$ cat config.mk
export PLATFORM = sky130hd
export DESIGN_NAME = tick_sched
export DESIGN_NICKNAME = d
export VERILOG_FILES = /design/src/rtl/tick_sched.sv
export SDC_FILE = /design/constraint.sdc
export NUM_CORES = 1
export LEC_CHECK = 0
export ABC_AREA = 1
export BUFFER_PORTS_ARGS = -buffer_cell sky130_fd_sc_hd__buf_2
export CAP_MARGIN = 10
export CORE_MARGIN = 4
export CORE_UTILIZATION = 45
export DETAILED_ROUTE_END_ITERATION = 16
export GPL_ROUTABILITY_DRIVEN = 0
export GPL_TIMING_DRIVEN = 0
export PLACE_DENSITY_LB_ADDON = 0.08
export SETUP_SLACK_MARGIN = 0.05
export SYNTH_ARGS = -nofsm -noshare
export SYNTH_HDL_FRONTEND = slang
export SYNTH_SLANG_ARGS = --single-unit
$ cat constraint.sdc
create_clock -name clk -period 16.7 [get_ports clk]
set_clock_uncertainty 0.05 [all_clocks]
set_input_delay 2.505 -clock clk [delete_from_list [all_inputs] [get_ports clk]]
set_output_delay 2.505 -clock clk [all_outputs]
set_load 0.03 [all_outputs]
$ cat src/rtl/tick_sched.sv
// tick_sched: one shared prescaler feeding NCH reconfigurable tick/clock channels.
// Channel settings change only at a wrap, or immediately when the channel is idle.
// Optional build macro TICK_SCHED_CFG_ERR_EN adds the cfg_err output.
module tick_sched #(
    parameter int unsigned NCH       = 4,
    parameter int unsigned WIDTH     = 16,
    parameter int unsigned PRE       = 50,
    parameter int unsigned PRE_WIDTH = 8
) (
    input  logic                   clk,
    input  logic                   reset,
    input  logic                   cfg_valid,
    output logic                   cfg_ready,
    input  logic [$clog2(NCH)-1:0] cfg_ch,
    input  logic [WIDTH-1:0]       cfg_div,
    input  logic                   cfg_en,
    output logic                   cfg_done,
`ifdef TICK_SCHED_CFG_ERR_EN
    output logic                   cfg_err,
`endif
    output logic                   base_tick,
    output logic [NCH-1:0]         tick,
    output logic [NCH-1:0]         clk_out
);

    localparam int unsigned CH_W = $clog2(NCH);
    localparam logic [PRE_WIDTH-1:0] PRE_LAST = PRE_WIDTH'(PRE - 1);

    localparam logic [1:0] ST_IDLE = 2'd0;
    localparam logic [1:0] ST_WAIT = 2'd1;
    localparam logic [1:0] ST_DONE = 2'd2;

    logic [1:0]           state;
    logic [1:0]           state_next;
    logic [PRE_WIDTH-1:0] pre_cnt;
    logic [WIDTH-1:0]     cnt [NCH];
    logic [WIDTH-1:0]     div [NCH];
    logic [NCH-1:0]       en;
    logic [CH_W-1:0]      pend_ch;
    logic [WIDTH-1:0]     pend_div;
    logic                 pend_en;
    logic [WIDTH-1:0]     div_last_c [NCH];
    logic [NCH-1:0]       wrap_c;
    logic [NCH-1:0]       pend_sel_c;
    logic                 pend_hit_c;
    logic [NCH-1:0]       apply_c;
    logic                 accept_c;

    // Base tick is decoded directly from the prescaler register, so PRE=1 strobes every cycle.
    assign base_tick = (pre_cnt == PRE_LAST);
    assign accept_c  = cfg_valid && cfg_ready;

    // Prescaler counting 0..PRE-1.
    always_ff @(posedge clk or posedge reset) begin
        if (reset) begin
            pre_cnt <= '0;
        end else if (base_tick) begin
            pre_cnt <= '0;
        end else begin
            pre_cnt <= pre_cnt + PRE_WIDTH'(1);
        end
    end

    // Wrap detection per channel; a divisor of 0 behaves as 1.
    always_comb begin
        wrap_c = '0;
        for (int c = 0; c < NCH; c++) begin
            div_last_c[c] = (div[c] == '0) ? '0 : div[c] - WIDTH'(1);
            wrap_c[c]     = base_tick && en[c] && (cnt[c] == div_last_c[c]);
        end
    end

    // Config FSM next state and the apply strobe for the targeted channel.
    always_comb begin
        state_next = state;
        apply_c    = '0;
        pend_sel_c = '0;
        for (int c = 0; c < NCH; c++) begin
            if (pend_ch == CH_W'(c)) begin
                pend_sel_c[c] = 1'b1;
            end
        end
        pend_hit_c = |pend_sel_c;
        case (state)
            ST_IDLE: begin
                if (accept_c) begin
                    state_next = ST_WAIT;
                end
            end
            ST_WAIT: begin
                if (!pend_hit_c) begin
                    state_next = ST_DONE;
                end else if ((|(pend_sel_c & ~en)) || (|(pend_sel_c & wrap_c))) begin
                    apply_c    = pend_sel_c;
                    state_next = ST_DONE;
                end
            end
            ST_DONE: begin
                state_next = ST_IDLE;
            end
            default: begin
                state_next = ST_IDLE;
            end
        endcase
    end

    // FSM state register with registered handshake outputs.
    always_ff @(posedge clk or posedge reset) begin
        if (reset) begin
            state     <= ST_IDLE;
            cfg_ready <= 1'b1;
            cfg_done  <= 1'b0;
        end else begin
            state     <= state_next;
            cfg_ready <= (state_next == ST_IDLE);
            cfg_done  <= (state_next == ST_DONE);
        end
    end

    // Pending request capture on handshake.
    always_ff @(posedge clk or posedge reset) begin
        if (reset) begin
            pend_ch  <= '0;
            pend_div <= '0;
            pend_en  <= 1'b0;
        end else if (accept_c) begin
            pend_ch  <= cfg_ch;
            pend_div <= cfg_div;
            pend_en  <= cfg_en;
        end
    end

`ifdef TICK_SCHED_CFG_ERR_EN
    logic pend_err;
    logic cfg_hit_c;

    // Request channel range check at accept time.
    always_comb begin
        cfg_hit_c = 1'b0;
        for (int c = 0; c < NCH; c++) begin
            if (cfg_ch == CH_W'(c)) begin
                cfg_hit_c = 1'b1;
            end
        end
    end

    // Error flag latched with the request and reported alongside cfg_done.
    always_ff @(posedge clk or posedge reset) begin
        if (reset) begin
            pend_err <= 1'b0;
            cfg_err  <= 1'b0;
        end else begin
            if (accept_c) begin
                pend_err <= !cfg_hit_c || (cfg_en && (cfg_div == '0));
            end
            cfg_err <= (state_next == ST_DONE) && pend_err;
        end
    end
`endif

    // Channel counters, tick strobes and square waves; apply overrides the wrap's counter state.
    always_ff @(posedge clk or posedge reset) begin
        if (reset) begin
            tick    <= '0;
            clk_out <= '0;
            en      <= '0;
            for (int c = 0; c < NCH; c++) begin
                cnt[c] <= '0;
                div[c] <= '0;
            end
        end else begin
            for (int c = 0; c < NCH; c++) begin
                tick[c] <= wrap_c[c];
                if (wrap_c[c]) begin
                    cnt[c]     <= '0;
                    clk_out[c] <= ~clk_out[c];
                end else if (base_tick && en[c]) begin
                    cnt[c] <= cnt[c] + WIDTH'(1);
                end
                if (apply_c[c]) begin
                    div[c] <= pend_div;
                    en[c]  <= pend_en;
                    cnt[c] <= '0;
                    if (!pend_en) begin
                        clk_out[c] <= 1'b0;
                    end
                end
            end
        end
    end

endmodule

==> impl_metrics.py <==
metrics = {
    "synth": {
        "synth_fp_nets": 1847,
        "yosys.area_share.simple": 0.4426,
        "avgSynthCellArea_um2": 6.716,
        "synth.area.mux_share": 0,
        "synth.area.top_cells": "dfrtp_1 (35%), nand2_1 (18%), nand4_1 (8.7%)",
        "synth_compound_area_frac": 0.05830,
        "ys.flop_type": "dfrtp_1",
        "synth_xor_xnor_area_share": 0.01919,
        "synth_area_um2": 12190,
        "synthArstFlopShare": 1.000,
        "yosysWarnings": 0,
        "post-synth-top-count-cell": "nand2_1",
        "ys_types": 46,
        "yosysTopAreaCell": "dfrtp_1",
        "yosys.area.top_type_share": 0.3490,
        "synthTopCellsByCount": "nand2_1 (597), inv_1 (220), dfrtp_1 (170)",
        "yosys.area_share.adder": 0.01026,
        "synth_seq_cells": 171,
        "yosysSeqAreaShare": 0.3511,
        "synth_edf_count": 0,
        "syn_inst": 1815,
        "synth_top_family_by_area": "simple AND/OR/NAND/NOR gates",
    },
    "power_and_ir_drop": {
        "powerDensity_nw_per_um2": 171.2,
        "ir_worst_vdd_v": 0.00008159,
        "p_leak_nw": 7.054,
    },
    "setup_path": {
        "startpoint_type": "register",
        "cp_top_family": "buffers and inverters",
        "worstPathRequired_ns": 14.15,
        "path_common_cell": "inv_1",
        "cp_num_buf_inv": 3,
        "slowest_stage": "dfrtp_1",
        "arrival_ns": 1.94,
        "worstPathMaxFanout": 6,
        "path_cells": "inv_1 > ha_1 > nand4_1 > inv_1 > buf_2",
        "critical_path_class": "register to output port",
        "end_kind": "output port",
        "cpPeakStageDelay_ns": 0.40,
    },
    "timing": {
        "hold_viol_final": 0,
        "slew_violations": 0,
        "tightest_slew_ns": 0.9417,
        "rsz0062_at_grt": "false",
        "fin_ws_ns": 12.21,
        "setup_violations": 0,
        "slew-limit-headroom": 0.3699,
        "tns_ns": 0,
        "fin_crit_sh": 0.2691,
        "clock.fmax_mhz": 222.6,
        "period_needed_ns": 4.493,
    },
    "placed_design": {
        "port_buffers": 32,
        "place_area_um2": 12800,
        "dp.cells": 2183,
        "dp_hpwl_mm": 25.13,
        "place_ws_ns": 12.66,
    },
    "worst_hold_path": {
        "hold_class": "register to register",
    },
    "clock_network": {
        "h-tree-depth": 4,
        "cts.sinks": 171,
        "post-cts-setup-buffers": 0,
        "numCtsBuffers": 17,
        "clkTransAtPathRegs_ns": 0.07,
        "cts_tree": "yes",
        "ctsLongestPathBuffers": 2,
        "hold_buffers": 0,
        "cts_root_buf": "clkbuf_16",
        "cts_resized": 0,
        "clock_latency_ns": 0.44,
    },
    "detailed_routing": {
        "first_pass_iters": 5,
        "wirelength_mm": 33.60,
        "drc": 0,
        "drt-wirelength-per-cell_um": 15.17,
        "dr_total_vias": 11863,
        "viasPerCell": 5.356,
        "drtIter0Drc": 1041,
        "antenna_left": 0,
    },
    "global_routing": {
        "grt-ovfl-total": 0,
        "antenna_found_initial": 0,
        "grt_pass1_wl_mm": 56.17,
        "grt_pass1_vias": 11052,
        "grt_start_max_net_pins": 126,
        "grtUsageTotal": 0.2265,
    },
    "floorplanning": {
        "dieArea_um2": 29790,
        "initial_utilization": 0.4626,
        "coreArea_um2": 26350,
        "row_count": 59,
        "die_x_um": 172.6,
        "pin_count": 33,
        "die_h_um": 172.6,
    },
    "final_layout": {
        "area_growth_syn_to_layout_pct": 10.27,
        "diodes": 0,
        "num-nets-final": 1899,
        "fin_cells": 2215,
        "final_area_um2": 13440,
        "drive_above_1_share": 0.1053,
    },
    "status": {
        "status": "completed",
    },
    "flow_run": {
        "cap_violations": 0,
    },
}
-- layout by cell type, fill, tap and decap left out, types with 3 or more instances in the layout --
| cell | n |
|---|---|
| nand2_1 | 597 |
| inv_1 | 219 |
| dfrtp_1 | 170 |
| nand4_1 | 169 |
| nor2_1 | 163 |
| nand3_1 | 147 |
| o21ai_0 | 95 |
| buf_2 | 51 |
| inv_2 | 25 |
| xor2_1 | 23 |
| nor2_2 | 19 |
| clkbuf_1 | 19 |
| buf_6 | 17 |
| clkbuf_16 | 17 |
| a21oi_1 | 12 |
| nor3_1 | 12 |
| o21bai_1 | 10 |
| ha_1 | 10 |
| nor2_4 | 9 |
| nand3_2 | 9 |
| buf_12 | 8 |
| nand2_2 | 7 |
| or2_2 | 6 |
| nand3b_1 | 6 |
| nand3_4 | 5 |
| and2_1 | 4 |
| o2111ai_1 | 4 |
| nor4_1 | 4 |
| inv_8 | 4 |
| bufinv_16 | 4 |
| nand2_4 | 3 |
| clkinvlp_4 | 3 |
-- through the flow --
step	hold slack (ns)	power, mW	util
final	0.4192	2.301	0.5101
after floorplan	0.3849	1.559	-
after CTS	0.4221	2.303	0.5101
after global routing	0.4484	2.506	0.5101
after detailed placement	0.4090	1.852	0.4859
after global placement	0.4064	1.837	0.4845
-- routing by layer --
metal / GRT usage / part of all wire
met5: 0 / 0
met1: 0.3369 / 0.50
met2: 0.3480 / 0.44
met3: 0.02926 / 0.046
met4: 0.06454 / 0.022
-- power by group --
group	total, mW	internal (mW)	switching [mW]
Clock	0.443	0.254	0.189
Combinational	1.19	0.428	0.766
Sequential	0.664	0.509	0.155
-- final cells by class --
cell class                 instances  area, um^2
fill                            2689       12910
buffer                            65       525.5
sequential                       171        4280
clock inverter                    15       212.7
tap                              335       419.2
multi-input combinational       1334        6465
timing repair buffer              33       187.7
inverter                         245       927.1
clock buffer                      17       425.4
-- state kept, by name, indices dropped and copies added, names as in the netlist --
signal,count
cfg_done,1
cfg_ready,1
clk_out,4
cnt,64
div,64
en,4
pend_ch,2
pend_div,16
pend_en,1
pre_cnt,8
state,2
tick,4
-- final timing paths --
path | start | end | slack [ns] | depth (start not counted)
min in group asynchronous | reset | cnt[51] | 2.01 | 2
setup reg to reg | pre_cnt[1] | div[22] | 13.42 | 16
hold reg to reg | div[48] | div[48] | 0.42 | 2
setup / recovery | pre_cnt[1] | base_tick | 12.21 | 5
hold / removal | div[48] | div[48] | 0.42 | 2
max in group asynchronous | reset | en[1] | 13.67 | 3
-- tightest hold or removal path: cells and delay by family, from the launching register on --
family,cells,cell delay (ns)
DFF,1,0.34
and+or+nand+nor,2,0.09
-- cell families (layout without fill, tap and decap cells) --
family / Yosys count / count (layout)
AND/OR/NAND/NOR: 1169 / 1169
flip-flops: 171 / 171
buffers and inverters: 310 / 375
XOR/XNOR: 25 / 25
AO/OA/AOI/OAI: 130 / 130
adder cells (fa/ha/maj): 10 / 10
Note: power is estimated with default switching activity, not from simulation.
